<file path="src/rtl/johnson_step_ctrl_pkg.sv">
// Shared types and helpers for the Johnson-ring step sequencer.
// The FSM state encoding, the direction constants and the ring-legality check live here.
package johnson_step_ctrl_pkg;

  typedef enum logic [1:0] {
    IDLE = 2'd0,
    RUN  = 2'd1,
    DONE = 2'd2
  } state_e;

  localparam logic FWD = 1'b1;
  localparam logic REV = 1'b0;

  // A legal Johnson value, XOR-folded with its MSB, is a run of ones from
  // the LSB upward. Any 0 below a 1 means a second boundary, so the value is illegal.
  function automatic logic johnson_legal(input logic [31:0] v, input int unsigned w);
    logic ok;
    logic msb;
    ok  = 1'b1;
    msb = v[w-1];
    for (int i = 1; i < 32; i++) begin
      if (i < int'(w)) begin
        if ((v[i] ^ msb) && !(v[i-1] ^ msb)) ok = 1'b0;
      end
    end
    return ok;
  endfunction

endpackage

</file>
<file path="src/rtl/johnson_step_ctrl_if.sv">
// Command and status bundle between a move requester and the step sequencer.
interface johnson_step_ctrl_if #(
  parameter int WIDTH = 4,
  parameter int CNT_W = 8,
  parameter int DIV_W = 16
);
  logic             cmd_valid;
  logic             cmd_ready;
  logic             cmd_dir;
  logic [CNT_W-1:0] cmd_steps;
  logic [DIV_W-1:0] cmd_div;
  logic             abort;
  logic [WIDTH-1:0] phase;
  logic             busy;
  logic             done;
  logic             aborted;
  logic [CNT_W-1:0] steps_left;
  logic             fault;

  modport master (
    output cmd_valid, cmd_dir, cmd_steps, cmd_div, abort,
    input  cmd_ready, phase, busy, done, aborted, steps_left, fault
  );

  modport slave (
    input  cmd_valid, cmd_dir, cmd_steps, cmd_div, abort,
    output cmd_ready, phase, busy, done, aborted, steps_left, fault
  );
endinterface

</file>
<file path="src/rtl/johnson_step_ctrl_ring.sv">
// Johnson ring register: steps forward or reverse on enable, with a synchronous clear to zero.
module johnson_ring_core
  import johnson_step_ctrl_pkg::*;
#(
  parameter int WIDTH = 4
) (
  input  logic             clk,
  input  logic             rst,
  input  logic             step_i,
  input  logic             dir_i,
  input  logic             clr_i,
  output logic [WIDTH-1:0] phase_o
);

  logic [WIDTH-1:0] phase_q;

  // NOTE: sequential state is written with non-blocking assignments only, so every
  // flop samples pre-edge values regardless of block ordering.
  always_ff @(posedge clk or negedge rst) begin
    if (!rst) begin
      phase_q <= '0;
    end else if (clr_i) begin
      phase_q <= '0;
    end else if (step_i) begin
      if (dir_i == FWD) phase_q <= {phase_q[WIDTH-2:0], ~phase_q[WIDTH-1]};
      else              phase_q <= {~phase_q[0], phase_q[WIDTH-1:1]};
    end
  end

  assign phase_o = phase_q;

endmodule

</file>
<file path="src/rtl/johnson_step_ctrl.sv">
// Move sequencer: accepts one command, paces ring steps by a divider and reports progress.
// It also handles abort and recovers the ring from illegal states.
module johnson_step_ctrl
  import johnson_step_ctrl_pkg::*;
#(
  parameter int WIDTH = 4,
  parameter int CNT_W = 8,
  parameter int DIV_W = 16
) (
  input  logic                clk,
  input  logic                rst,
  johnson_step_ctrl_if.slave  bus
);

  localparam logic [1:0] ST_IDLE = IDLE;
  localparam logic [1:0] ST_RUN  = RUN;
  localparam logic [1:0] ST_DONE = DONE;

  logic [1:0]       state_q, state_d;
  logic             dir_q, dir_d;
  logic [DIV_W-1:0] interval_q, interval_d;
  logic [DIV_W-1:0] div_q, div_d;
  logic [CNT_W-1:0] steps_q, steps_d;
  logic             fault_q, fault_d;
  logic             aborted_q, aborted_d;

  logic [WIDTH-1:0] phase;
  logic [DIV_W-1:0] cmd_interval;
  logic             illegal;
  logic             step_en;

  assign illegal      = !johnson_legal(32'(phase), WIDTH);
  assign cmd_interval = (bus.cmd_div == '0) ? DIV_W'(1) : bus.cmd_div;

  johnson_ring_core #(.WIDTH(WIDTH)) u_ring (
    .clk     (clk),
    .rst     (rst),
    .step_i  (step_en),
    .dir_i   (dir_q),
    .clr_i   (illegal),
    .phase_o (phase)
  );

  // NOTE: every next-state signal takes its hold value first, so no path through
  // the case statement leaves one unassigned and no latch is inferred.
  always_comb begin
    state_d    = state_q;
    dir_d      = dir_q;
    interval_d = interval_q;
    div_d      = div_q;
    steps_d    = steps_q;
    fault_d    = fault_q;
    aborted_d  = aborted_q;
    step_en    = 1'b0;

    case (state_q)
      ST_IDLE: begin
        if (bus.cmd_valid) begin
          dir_d      = bus.cmd_dir;
          interval_d = cmd_interval;
          steps_d    = bus.cmd_steps;
          fault_d    = 1'b0;
          aborted_d  = 1'b0;
          if (bus.cmd_steps == '0) begin
            state_d = ST_DONE;
          end else begin
            state_d = ST_RUN;
            div_d   = cmd_interval - DIV_W'(1);
          end
        end
      end
      ST_RUN: begin
        // Abort wins over a step falling due on the same edge.
        if (bus.abort) begin
          state_d   = ST_DONE;
          aborted_d = 1'b1;
        end else if (div_q != '0) begin
          div_d = div_q - DIV_W'(1);
        end else begin
          div_d = interval_q - DIV_W'(1);
          if (!illegal && steps_q != '0) begin
            step_en = 1'b1;
            steps_d = steps_q - CNT_W'(1);
            if (steps_q == CNT_W'(1)) state_d = ST_DONE;
          end
        end
      end
      ST_DONE: state_d = ST_IDLE;
      default: state_d = ST_IDLE;
    endcase

    // The ring clear on an illegal value is sticky-flagged until the next accept.
    if (illegal) fault_d = 1'b1;
  end

  always_ff @(posedge clk or negedge rst) begin
    if (!rst) begin
      state_q    <= ST_IDLE;
      dir_q      <= FWD;
      interval_q <= DIV_W'(1);
      div_q      <= '0;
      steps_q    <= '0;
      fault_q    <= 1'b0;
      aborted_q  <= 1'b0;
    end else begin
      state_q    <= state_d;
      dir_q      <= dir_d;
      interval_q <= interval_d;
      div_q      <= div_d;
      steps_q    <= steps_d;
      fault_q    <= fault_d;
      aborted_q  <= aborted_d;
    end
  end

  assign bus.cmd_ready  = (state_q == ST_IDLE);
  assign bus.busy       = (state_q == ST_RUN);
  assign bus.done       = (state_q == ST_DONE);
  assign bus.aborted    = aborted_q;
  assign bus.steps_left = steps_q;
  assign bus.fault      = fault_q;
  assign bus.phase      = phase;

endmodule

</file>
<file path="src/flat_wrapper.sv">
// flat-port wrapper written by rule: the top's interface ports become plain ports
module johnson_step_ctrl_flat import johnson_step_ctrl_pkg::*;
#(
  parameter int WIDTH = 4,
  parameter int CNT_W = 8,
  parameter int DIV_W = 16
)
  (clk, rst, bus_cmd_valid, bus_cmd_dir, bus_cmd_steps, bus_cmd_div, bus_abort, bus_cmd_ready, bus_phase, bus_busy, bus_done, bus_aborted, bus_steps_left, bus_fault);
  johnson_step_ctrl_if #(.WIDTH(WIDTH), .CNT_W(CNT_W), .DIV_W(DIV_W)) bus_i ();
  input  logic clk;
  input  logic rst;
  input wire logic [$bits(bus_i.cmd_valid)-1:0] bus_cmd_valid;
  input wire logic [$bits(bus_i.cmd_dir)-1:0] bus_cmd_dir;
  input wire logic [$bits(bus_i.cmd_steps)-1:0] bus_cmd_steps;
  input wire logic [$bits(bus_i.cmd_div)-1:0] bus_cmd_div;
  input wire logic [$bits(bus_i.abort)-1:0] bus_abort;
  output wire logic [$bits(bus_i.cmd_ready)-1:0] bus_cmd_ready;
  output wire logic [$bits(bus_i.phase)-1:0] bus_phase;
  output wire logic [$bits(bus_i.busy)-1:0] bus_busy;
  output wire logic [$bits(bus_i.done)-1:0] bus_done;
  output wire logic [$bits(bus_i.aborted)-1:0] bus_aborted;
  output wire logic [$bits(bus_i.steps_left)-1:0] bus_steps_left;
  output wire logic [$bits(bus_i.fault)-1:0] bus_fault;
  assign bus_i.cmd_valid = bus_cmd_valid;
  assign bus_i.cmd_dir = bus_cmd_dir;
  assign bus_i.cmd_steps = bus_cmd_steps;
  assign bus_i.cmd_div = bus_cmd_div;
  assign bus_i.abort = bus_abort;
  assign bus_cmd_ready = bus_i.cmd_ready;
  assign bus_phase = bus_i.phase;
  assign bus_busy = bus_i.busy;
  assign bus_done = bus_i.done;
  assign bus_aborted = bus_i.aborted;
  assign bus_steps_left = bus_i.steps_left;
  assign bus_fault = bus_i.fault;
  johnson_step_ctrl #(.WIDTH(WIDTH), .CNT_W(CNT_W), .DIV_W(DIV_W)) u_core (.clk(clk), .rst(rst), .bus(bus_i));
endmodule
</file>
<file path="config.mk">
export PLATFORM = sky130hd
export DESIGN_NAME = johnson_step_ctrl_flat
export DESIGN_NICKNAME = d
export VERILOG_FILES = /design/src/rtl/johnson_step_ctrl_pkg.sv /design/src/rtl/johnson_step_ctrl_if.sv /design/src/rtl/johnson_step_ctrl_ring.sv /design/src/rtl/johnson_step_ctrl.sv /design/src/flat_wrapper.sv
export SDC_FILE = /design/constraint.sdc
export NUM_CORES = 1
export LEC_CHECK = 0
export BUFFER_PORTS_ARGS = -buffer_cell sky130_fd_sc_hd__buf_4
export CAP_MARGIN = 20
export CORE_MARGIN = 10
export CORE_UTILIZATION = 60
export CTS_BUF_LIST = sky130_fd_sc_hd__clkbuf_4
export DETAILED_ROUTE_END_ITERATION = 10
export PLACE_DENSITY = 0.84
export SLEW_MARGIN = 0
export SYNTH_ARGS = -nofsm -noshare
export SYNTH_HDL_FRONTEND = slang
export SYNTH_HIERARCHICAL = 1
export SYNTH_SLANG_ARGS = --single-unit
export TNS_END_PERCENT = 50
</file>
<file path="constraint.sdc">
create_clock -name clk -period 7.61 [get_ports clk]
set_input_delay 0.761 -clock clk [delete_from_list [all_inputs] [get_ports clk]]
set_output_delay 0.761 -clock clk [all_outputs]
set_load 0.005 [all_outputs]
</file>
==> results of run 1 <==
kinds of logic (layout without fill, tap and decap cells):
group / count (synthesis) / count (layout) / synth area share, %
XOR/XNOR: 13 / 13 / 3.808
multiplexers: 26 / 26 / 9.456
AND/OR/NAND/NOR: 131 / 131 / 22.51
adder cells (fa/ha/maj): 3 / 3 / 1.255
AO/OA/AOI/OAI: 85 / 85 / 18.33
flip-flops: 49 / 49 / 41.09
buffers and inverters: 23 / 62 / 3.556
path summary, 6_finish.rpt:
path | slack [ns] | depth (start not counted) | to | start
max | 4.15 | 7 | u_core/bus.steps_left[6] | u_core/div_q[0]
min | 0.38 | 1 | u_core/div_q[5] | rst
max reg2reg | 4.15 | 7 | u_core/bus.steps_left[6] | u_core/div_q[0]
min reg2reg | 0.50 | 2 | u_core/bus.fault | u_core/bus.fault
max in group asynchronous | 6.82 | 1 | u_core/interval_q[10] | rst
min in group clk | 0.50 | 2 | u_core/bus.fault | u_core/bus.fault
placed cells by master, fill, tap and decap left out, types with 6 or more instances in the layout:
| master | n |
|---|---|
| buf_4 | 46 |
| nand2_1 | 44 |
| nand3_1 | 9 |
| a21oi_1 | 15 |
| o21ai_0 | 34 |
| mux2_2 | 14 |
| nor2_1 | 23 |
| dfrtp_1 | 47 |
| inv_1 | 7 |
| mux2i_1 | 11 |
| nor3_1 | 13 |
| nor4_1 | 10 |
| xnor2_1 | 10 |
| nand4_1 | 6 |
sequential cells by signal (all words and copies together) (netlist names):
| name | cells |
|---|---|
| u_core/div_q | 16 |
| u_core/interval_q | 16 |
| u_core/bus.steps_left | 8 |
| u_core/u_ring/phase_o | 4 |
| u_core/state_q | 2 |
| u_core/bus.aborted | 1 |
| u_core/bus.fault | 1 |
| u_core/dir_q | 1 |
power by group:
group	leakage, nW	switching (mW)	total, mW	internal [mW]
Combinational	0.810	0.388	0.672	0.285
Sequential	0.593	0.121	0.507	0.387
Clock	0.0326	0.0832	0.118	0.0351
Total	1.44	0.592	1.30	0.706
layout make-up:
cell class	count	share of cell area [%]
Multi-Input combinational cell	258	48.71
Sequential cell	49	36.16
Timing Repair Buffer	46	10.16
Tap cell	67	2.467
Clock buffer	5	1.105
Inverter	8	0.8837
Clock inverter	3	0.5155
per-stage QoR:
stage                     worst slack, ns  instances  hold WS (ns)
after floorplan                     5.036        330        0.4455
after global placement              4.432        428        0.4584
after detailed placement            4.234        428        0.4669
after CTS                           4.229        436        0.3974
after global routing                3.763        436        0.4076
final                               4.151        436        0.3773
worst max-delay path, stage by stage, from the launching register on:
cell	delay, ns
dfrtp_1	0.42
nor3_1	0.61
nand2_1	0.30
nor2_1	0.41
nand3_1	0.21
a21oi_1	0.90
o21ai_0	0.25
a22o_1	0.29
per-layer routing:
layer / share of wire (%) / routed length, um / track usage [%] / vias to the layer above
li1: - / - / - / 1284
met1: 43 / 3343 / 24.01 / 1303
met2: 47 / 3715 / 30.71 / 116
met3: 7.9 / 623 / 4.239 / 21
met4: 2.1 / 164 / 6.101 / 0
met5: 0 / 0 / 0 / -
==> impl_metrics.toml, run 1 <==
[grt]
antenna_found_initial = 0
grt_pass1_vias = 2732
grt_pass1_wl_mm = 13.01
overflow = 0
grt_max_degree = 50
grt.total_usage_pct = 18.84

[setup_path]
worstSetupEndpointType = "register"
worstPathRequired_ns = 7.90
start_kind = "register"
critPathKind = "reg -> reg"
arrival_ns = 3.75
path_max_fanout = 16

[synthesis]
syn_nets = 362
synth_flop_cell = "dfrtp_1"
synth_cell_type_count = 61
synth-seq-cells = 49
yosysMostFrequentCell = "dfrtp_1"
synth_area_leaders = "dfrtp_1 (39%), o21ai_0 (5.7%), nand2_1 (5.5%)"
yosys.area.top_type = "dfrtp_1"
synth_area_sq_um = 2990
synth_common_cells = "dfrtp_1 (47), nand2_1 (44), o21ai_0 (34), nor2_1 (23), a21oi_1 (15)"
ys_seq_area_share_pct = 41.09
syn-mean-instance-area_sq_um = 9.062
netlist_instances = 330
yosys_warnings = 6
async_flop_share_pct = 100.0
synth_edf_count = 0
synth_top_cell_area_share_pct = 39.33

[place]
gp_congestion = 0.9484
dpl_cell_area_sq_um = 3343
numPortBuffers = 45
hpwl_mm = 5.767

[drt]
routed_wl_mm = 7.847
dr.pass1.iters = 5
viasPerCell = 6.248
routedWlPerCell_um = 18.00
drt_iter0_drc = 368
drtAntennaViolNets = 0
drc = 0
dr_total_vias = 2724

[cts]
clk_latency_ns = 0.38
cts_max_level = 2
clockBufferDepth = 2
holdBufCountCts = 0
cts-root-buf = "clkbuf_4"
cts.sinks = 49
cts_resized = 0
cts_setup_buffers = 0
cts-buffers-inserted = 5
cts_tree = "yes"
clk_pin_slew_ns = 0.14

[sta]
worst_pin_slew_ns = 1.078
hold_violations = 0
relSlewSlack_pct = 28.13
setup_violations = 0
period_share_pct = 45.45
rsz0062_at_grt = "no"
slew_viol_final = 0
final.setup_skew_ns = 0.01318
fmax_ghz = 0.2891
min_period_ns = 3.459
setup-tns-final_ns = 0

[layout]
fillers = 395
fin_area_sq_um = 3398
register_area_sq_um = 1229
syn2layout_area_growth_pct = 13.64
diodes = 0
nNetsFinal = 400
drive_gt1_share_pct = 21.41
fin_util_pct = 71.01
multi_input_area_sq_um = 1655

[floorplan]
coreArea_sq_um = 4786
core.rowCount = 25
fp.dieArea_sq_um = 8207
chipWidth_um = 90.60
io_pins = 46
dieHeight_um = 90.60
start_util_pct = 62.48

[power_and_ir_drop]
totalPowerFinal_mw = 1.298
vdd_drop_max_uv = 209.1
pwr_density_cell_nw_per_um2 = 382.0
leakage_nw = 1.436

[worst_hold_path]
hp-class = "in -> async"

[flow_run]
max_cap_viol_count = 0

[run_status]
status = "completed"
Note: power is estimated with default switching activity, not from simulation.
==> run 2: changes to the inputs <==
--- a/config.mk
+++ b/config.mk
@@ -8,10 +8,10 @@
 export BUFFER_PORTS_ARGS = -buffer_cell sky130_fd_sc_hd__buf_4
 export CAP_MARGIN = 20
 export CORE_MARGIN = 10
-export CORE_UTILIZATION = 60
+export CORE_UTILIZATION = 53
 export CTS_BUF_LIST = sky130_fd_sc_hd__clkbuf_4
 export DETAILED_ROUTE_END_ITERATION = 10
-export PLACE_DENSITY = 0.84
+export PLACE_DENSITY = 0.78
 export SLEW_MARGIN = 0
 export SYNTH_ARGS = -nofsm -noshare
 export SYNTH_HDL_FRONTEND = slang
==> constraint.sdc (replaced) <==
create_clock -name clk -period 2.8 [get_ports clk]
set_input_delay 0.28 -clock clk [delete_from_list [all_inputs] [get_ports clk]]
set_output_delay 0.28 -clock clk [all_outputs]
set_load 0.005 [all_outputs]
==> impl_metrics.toml, run 2 (synthesis results as in run 1) <==
[cts]
clockBufferDepth = 2
clk_pin_slew_ns = 0.15
cts.sinks = 49
cts_tree = "yes"
cts_setup_buffers = 0
cts_max_level = 2
cts-buffers-inserted = 5
cts-root-buf = "clkbuf_4"
clk_latency_ns = 0.37

[setup_path]
path_max_fanout = 4
cp_slowest_cell = "nor4_1"
max_stage_delay_ns = 0.46
start_kind = "register"
arrival_ns = 2.95
crit_family = "simple AND/OR/NAND/NOR gates"
critPathBufInv = 0
path_cells = "nor4_1 -> nand4_1 -> nor3_1 -> a21oi_1 -> ha_1 -> o311a_1 -> o2111ai_2 -> a211oi_2 -> a311oi_1 -> o32ai_1"
worstPathRequired_ns = 3.06
worstSetupEndpointType = "register"
critPathKind = "reg -> reg"
ff2ff_setup_slack_ns = 0.11

[layout]
drive_gt1_share_pct = 26.29
diodes = 0
syn2layout_area_growth_pct = 20.54
final_common_cell = "buf_4"
mostFrequentLayoutCells = "buf_4 (62), dfrtp_1 (47), nand2_1 (44), o21ai_0 (34), nor2_1 (23)"
nNetsFinal = 419

[power_and_ir_drop]
vdd_drop_max_uv = 504.4
leakage_nw = 1.541
pwr_density_cell_nw_per_um2 = 1039

[place]
gp_congestion = 0.9379
numPortBuffers = 45
post-place-ws_ns = 0.1200
hpwl_mm = 6.138

[sta]
min_period_ns = 2.690
rsz0062_at_grt = "no"
final.setup_skew_ns = 0.01760
setup_violations = 0
period_share_pct = 96.08
setup_slack_ns = 0.1098
fmax_ghz = 0.3717
worst_pin_slew_ns = 0.7783
setup-tns-final_ns = 0
slew_viol_final = 0
relSlewSlack_pct = 47.99
hold_violations = 0

[floorplan]
start_util_pct = 54.31
chipWidth_um = 95.12
coreArea_sq_um = 5507
io_pins = 46
fp.dieArea_sq_um = 9047
core.rowCount = 27
dieHeight_um = 95.12

[grt]
grt.total_usage_pct = 17.95
antenna_found_initial = 0
overflow = 0
grt_pass1_wl_mm = 13.15
grt_pass1_vias = 2687
grt_max_degree = 50

[drt]
drt_iter0_drc = 223
dr.pass1.iters = 7
drtAntennaViolNets = 0
viasPerCell = 6.022
drc = 0
routedWlPerCell_um = 17.78
routed_wl_mm = 8.177
dr_total_vias = 2770

[flow_run]
max_cap_viol_count = 0

[worst_hold_path]
hp-class = "in -> reg"

[run_status]
status = "completed"
run 2: cell types whose count changed in the layout (fill, tap and decap cells not counted), sizes merged:
cell         before  now
buf              46   64
clkinv            3    0
clkbuf            5    7
clkinvlp          0    1
dlygate4sd3       0    1
run 2: routing by layer:
layer  wire [um]  part of all wire, %  vias up  track usage, %
met3         509                  6.2       10           3.456
li1            -                    -     1323               -
met1        3630                   44     1338           24.06
met5           0                    0        -               0
met2        3933                   48       99           28.58
met4         104                  1.3        0           5.486
run 2: report_power, final:
group / internal [mW] / total [mW] / switching [mW]
logic: 0.937 / 2.04 / 1.10
registers: 1.05 / 1.36 / 0.314
clock network: 0.119 / 0.341 / 0.222
total: 2.11 / 3.74 / 1.64
run 2: final timing paths:
kind / start / depth (start not counted) / endpoint
min in group asynchronous: rst / 2 / u_core/div_q[8]
hold / removal: bus_cmd_dir / 3 / u_core/dir_q
setup reg to reg: u_core/div_q[7] / 10 / u_core/div_q[6]
setup / recovery: u_core/div_q[7] / 10 / u_core/div_q[6]
hold reg to reg: u_core/interval_q[14] / 2 / u_core/interval_q[14]
max in group asynchronous: rst / 2 / u_core/interval_q[7]
run 2: cell type report:
type | count | area (sq um)
Timing Repair Buffer | 65 | 515.5
Multi-Input combinational cell | 258 | 1680
Clock inverter | 1 | 7.507
Clock buffer | 7 | 52.55
Sequential cell | 49 | 1229
Tap cell | 72 | 90.09
Fill cell | 480 | 1902
Inverter | 8 | 30.03
run 2: metrics by stage:
step | total power [mW] | hold WS (ns) | utilization, % | area (sq um) | cells
floorplan | 2.624 | -0.01559 | - | 2990 | 330
global placement | 3.309 | 0.3338 | 63.74 | 3510 | 451
detailed placement | 3.360 | 0.3402 | 63.74 | 3510 | 451
CTS | 3.702 | 0.08537 | 65.01 | 3580 | 460
global route | 4.027 | 0.07791 | 65.46 | 3605 | 460
finish | 3.744 | 0.09948 | 65.46 | 3605 | 460
run 2: worst register-to-register path: cells and delay by family (launching register included):
kind	cells	cell delay [ns]
and+or+nand+nor	3	1.01
AOI/OAI and AO/OA	6	0.90
DFF	1	0.43
adders and majority gates	1	0.24
run 2: repair_timing:
action / 4_1_cts / 5_1_grt
resized for setup: 0 / 4
hold buffers: 1 / 0
hold endpoints to repair: 47 / 0
setup endpoints to repair: 0 / 3
==> run 3: changes to the inputs <==
--- a/config.mk
+++ b/config.mk
@@ -8,13 +8,12 @@
 export BUFFER_PORTS_ARGS = -buffer_cell sky130_fd_sc_hd__buf_4
 export CAP_MARGIN = 20
 export CORE_MARGIN = 10
-export CORE_UTILIZATION = 53
+export CORE_UTILIZATION = 54
 export CTS_BUF_LIST = sky130_fd_sc_hd__clkbuf_4
 export DETAILED_ROUTE_END_ITERATION = 10
-export PLACE_DENSITY = 0.78
-export SLEW_MARGIN = 0
+export PLACE_DENSITY = 0.79
+export REMOVE_ABC_BUFFERS = 1
 export SYNTH_ARGS = -nofsm -noshare
 export SYNTH_HDL_FRONTEND = slang
-export SYNTH_HIERARCHICAL = 1
 export SYNTH_SLANG_ARGS = --single-unit
 export TNS_END_PERCENT = 50
==> impl_metrics.toml, run 3 <==
[setup_path]
path_cells = "or2b_2 -> inv_4 -> mux2i_4 -> o311ai_4 -> or4b_4 -> nand4bb_4 -> or3_1 -> a31oi_1"
worstPathRequired_ns = 3.10
critPathKind = "reg -> reg"
path_max_fanout = 5
max_stage_delay_ns = 0.56
reg2reg_from = "u_core.state_q[1]"
worstSetupEndpointType = "register"
arrival_ns = 3.04
crit_family = "simple AND/OR/NAND/NOR gates"
start_kind = "register"
cp_slowest_cell = "or4b_4"
critPathBufInv = 1
critPathLaunch = "u_core.state_q[1]"

[grt]
grt.total_usage_pct = 18.34
antenna_found_initial = 0
grt_pass1_wl_mm = 13.57
overflow = 0
grt_pass1_vias = 2845
grt_max_degree = 50

[power_and_ir_drop]
totalPowerFinal_mw = 3.702
pwr_density_cell_nw_per_um2 = 983.6
leakage_nw = 1.575
vdd_drop_max_uv = 528.2

[floorplan]
core.rowCount = 27
fp.dieArea_sq_um = 9187
chipWidth_um = 95.85
start_util_pct = 56.07
coreArea_sq_um = 5540
io_pins = 46
dieHeight_um = 95.85

[synthesis]
synth_common_cells = "dfrtp_1 (47), o21ai_0 (47), nand2_1 (39), nor2_1 (33), a21oi_1 (24)"
synth_top_cell_area_share_pct = 37.86
synth_edf_count = 0
synth_cell_type_count = 62
yosys_warnings = 0
synth_area_leaders = "dfrtp_1 (38%), o21ai_0 (7.6%), mux2_2 (6.2%)"
yosys.area.top_type = "dfrtp_1"
synth_area_sq_um = 3107
ys_seq_area_share_pct = 39.55
synth-seq-cells = 49
syn-mean-instance-area_sq_um = 8.801
synth_flop_cell = "dfrtp_1"
netlist_instances = 353
async_flop_share_pct = 100.0

[cts]
clk_pin_slew_ns = 0.13
clockBufferDepth = 2
cts.sinks = 49
cts-root-buf = "clkbuf_4"
cts-buffers-inserted = 5
cts_max_level = 2
clk_latency_ns = 0.39
cts_tree = "yes"

[layout]
final_common_cell = "buf_4"
fillers = 473
diodes = 0
drive_gt1_share_pct = 27.12
mostFrequentLayoutCells = "buf_4 (65), o21ai_0 (46), dfrtp_1 (46), nand2_1 (39), nor2_1 (33)"
syn2layout_area_growth_pct = 21.14
nNetsFinal = 445
multi_input_area_sq_um = 1818
register_area_sq_um = 1230

[drt]
routedWlPerCell_um = 17.18
dr_total_vias = 2910
drtAntennaViolNets = 0
dr.pass1.iters = 5
viasPerCell = 6.000
drc = 0
routed_wl_mm = 8.334
drt_iter0_drc = 271

[sta]
slew_viol_final = 0
rsz0062_at_grt = "yes"
fmax_ghz = 0.3658
setup_violations = 0
worst_pin_slew_ns = 0.6222
min_period_ns = 2.734
setup_slack_ns = 0.06607
hold_violations = 0
relSlewSlack_pct = 58.52
final.setup_skew_ns = 0.01767
period_share_pct = 97.64

[worst_hold_path]
hp-start = "bus_cmd_dir"
hp-class = "in -> reg"

[run_status]
status = "completed"

[flow_run]
max_cap_viol_count = 0

[place]
post-place-ws_ns = 0.01367
numPortBuffers = 45
hpwl_mm = 6.049
gp_congestion = 0.8947
[run 3: cell count changes in the layout (fill, tap and decap cells not counted), sizes merged, moves of 3 or more]
| cell | previous run | this run |
|---|---|---|
| nor3b | 0 | 3 |
| a22o | 4 | 1 |
| o21ai | 38 | 47 |
| buf | 64 | 67 |
| nor2 | 23 | 33 |
| nand2b | 5 | 2 |
| a21oi | 15 | 24 |
| nand2 | 44 | 39 |
[run 3: cells by family (layout without fill, tap and decap cells)]
group / after synthesis / after routing / synth area share [%]
compound gates: 102 / 102 / 20.42
xor+xnor: 11 / 11 / 3.101
fa+ha+maj: 4 / 4 / 1.611
buf+inv: 25 / 85 / 3.060
flops: 49 / 49 / 39.55
mux: 26 / 26 / 9.062
simple gates: 136 / 136 / 23.20
[run 3: cell type report]
class                           instances  area share, %
Timing Repair Buffer                   68          14.06
Clock buffer                            8          1.596
Multi-Input combinational cell        279          48.30
Sequential cell                        49          32.68
Inverter                                9         0.9641
Tap cell                               72          2.394
[run 3: through the flow]
step	hold slack, ns	TNS (ns)	cell area, sq um	util (%)	instances
6_report	0.1211	0	3764	67.93	485
3_3_place_gp	0.3420	0	3628	65.49	473
4_1_cts	0.1212	0	3699	66.76	482
5_1_grt	0.1248	-0.01186	3764	67.93	485
3_5_place_dp	0.3337	0	3628	65.49	473
2_1_floorplan	-0.01559	-1.991	3045	-	337
[run 3: worst reg2reg max path, cell delays in order (launching register included)]
cell,delay [ns]
dfrtp_2,0.46
or2b_2,0.34
inv_4,0.10
mux2i_4,0.26
o311ai_4,0.13
or4b_4,0.56
nand4bb_4,0.26
or3_1,0.38
a31oi_1,0.16
[run 3: what timing repair did]
action | in CTS | in global routing
hold buffers | 1 | 0
hold endpoints to repair | 47 | 0
gates resized for setup | 0 | 10
buffers inserted | 0 | 3
endpoints found under the setup margin | 0 | 5
[run 3: worst paths after layout]
kind	endpoint	slack (ns)	depth (start not counted)
min in group asynchronous	u_core.div_q[0]	0.44	2
min reg2reg	u_core.state_q[1]	0.50	1
max in group asynchronous	u_core.state_q[1]	1.91	2
max	u_core.div_q[15]	0.07	8
max reg2reg	u_core.div_q[15]	0.07	8
min	u_core.dir_q	0.12	2
[run 3: power breakdown]
group	leakage (nW)	switching (mW)	internal (mW)
logic	0.944	1.04	0.938
clock network	0.0368	0.223	0.129
registers	0.594	0.334	1.04
[run 3: routing by layer]
metal  vias up  GRT usage, %  routed length (um)
met2        95         30.36                4109
li1       1415             -                   -
met1      1387         22.85                3659
met4         0         6.880                 103
met3        13         4.125                 461
met5         -             0                   0
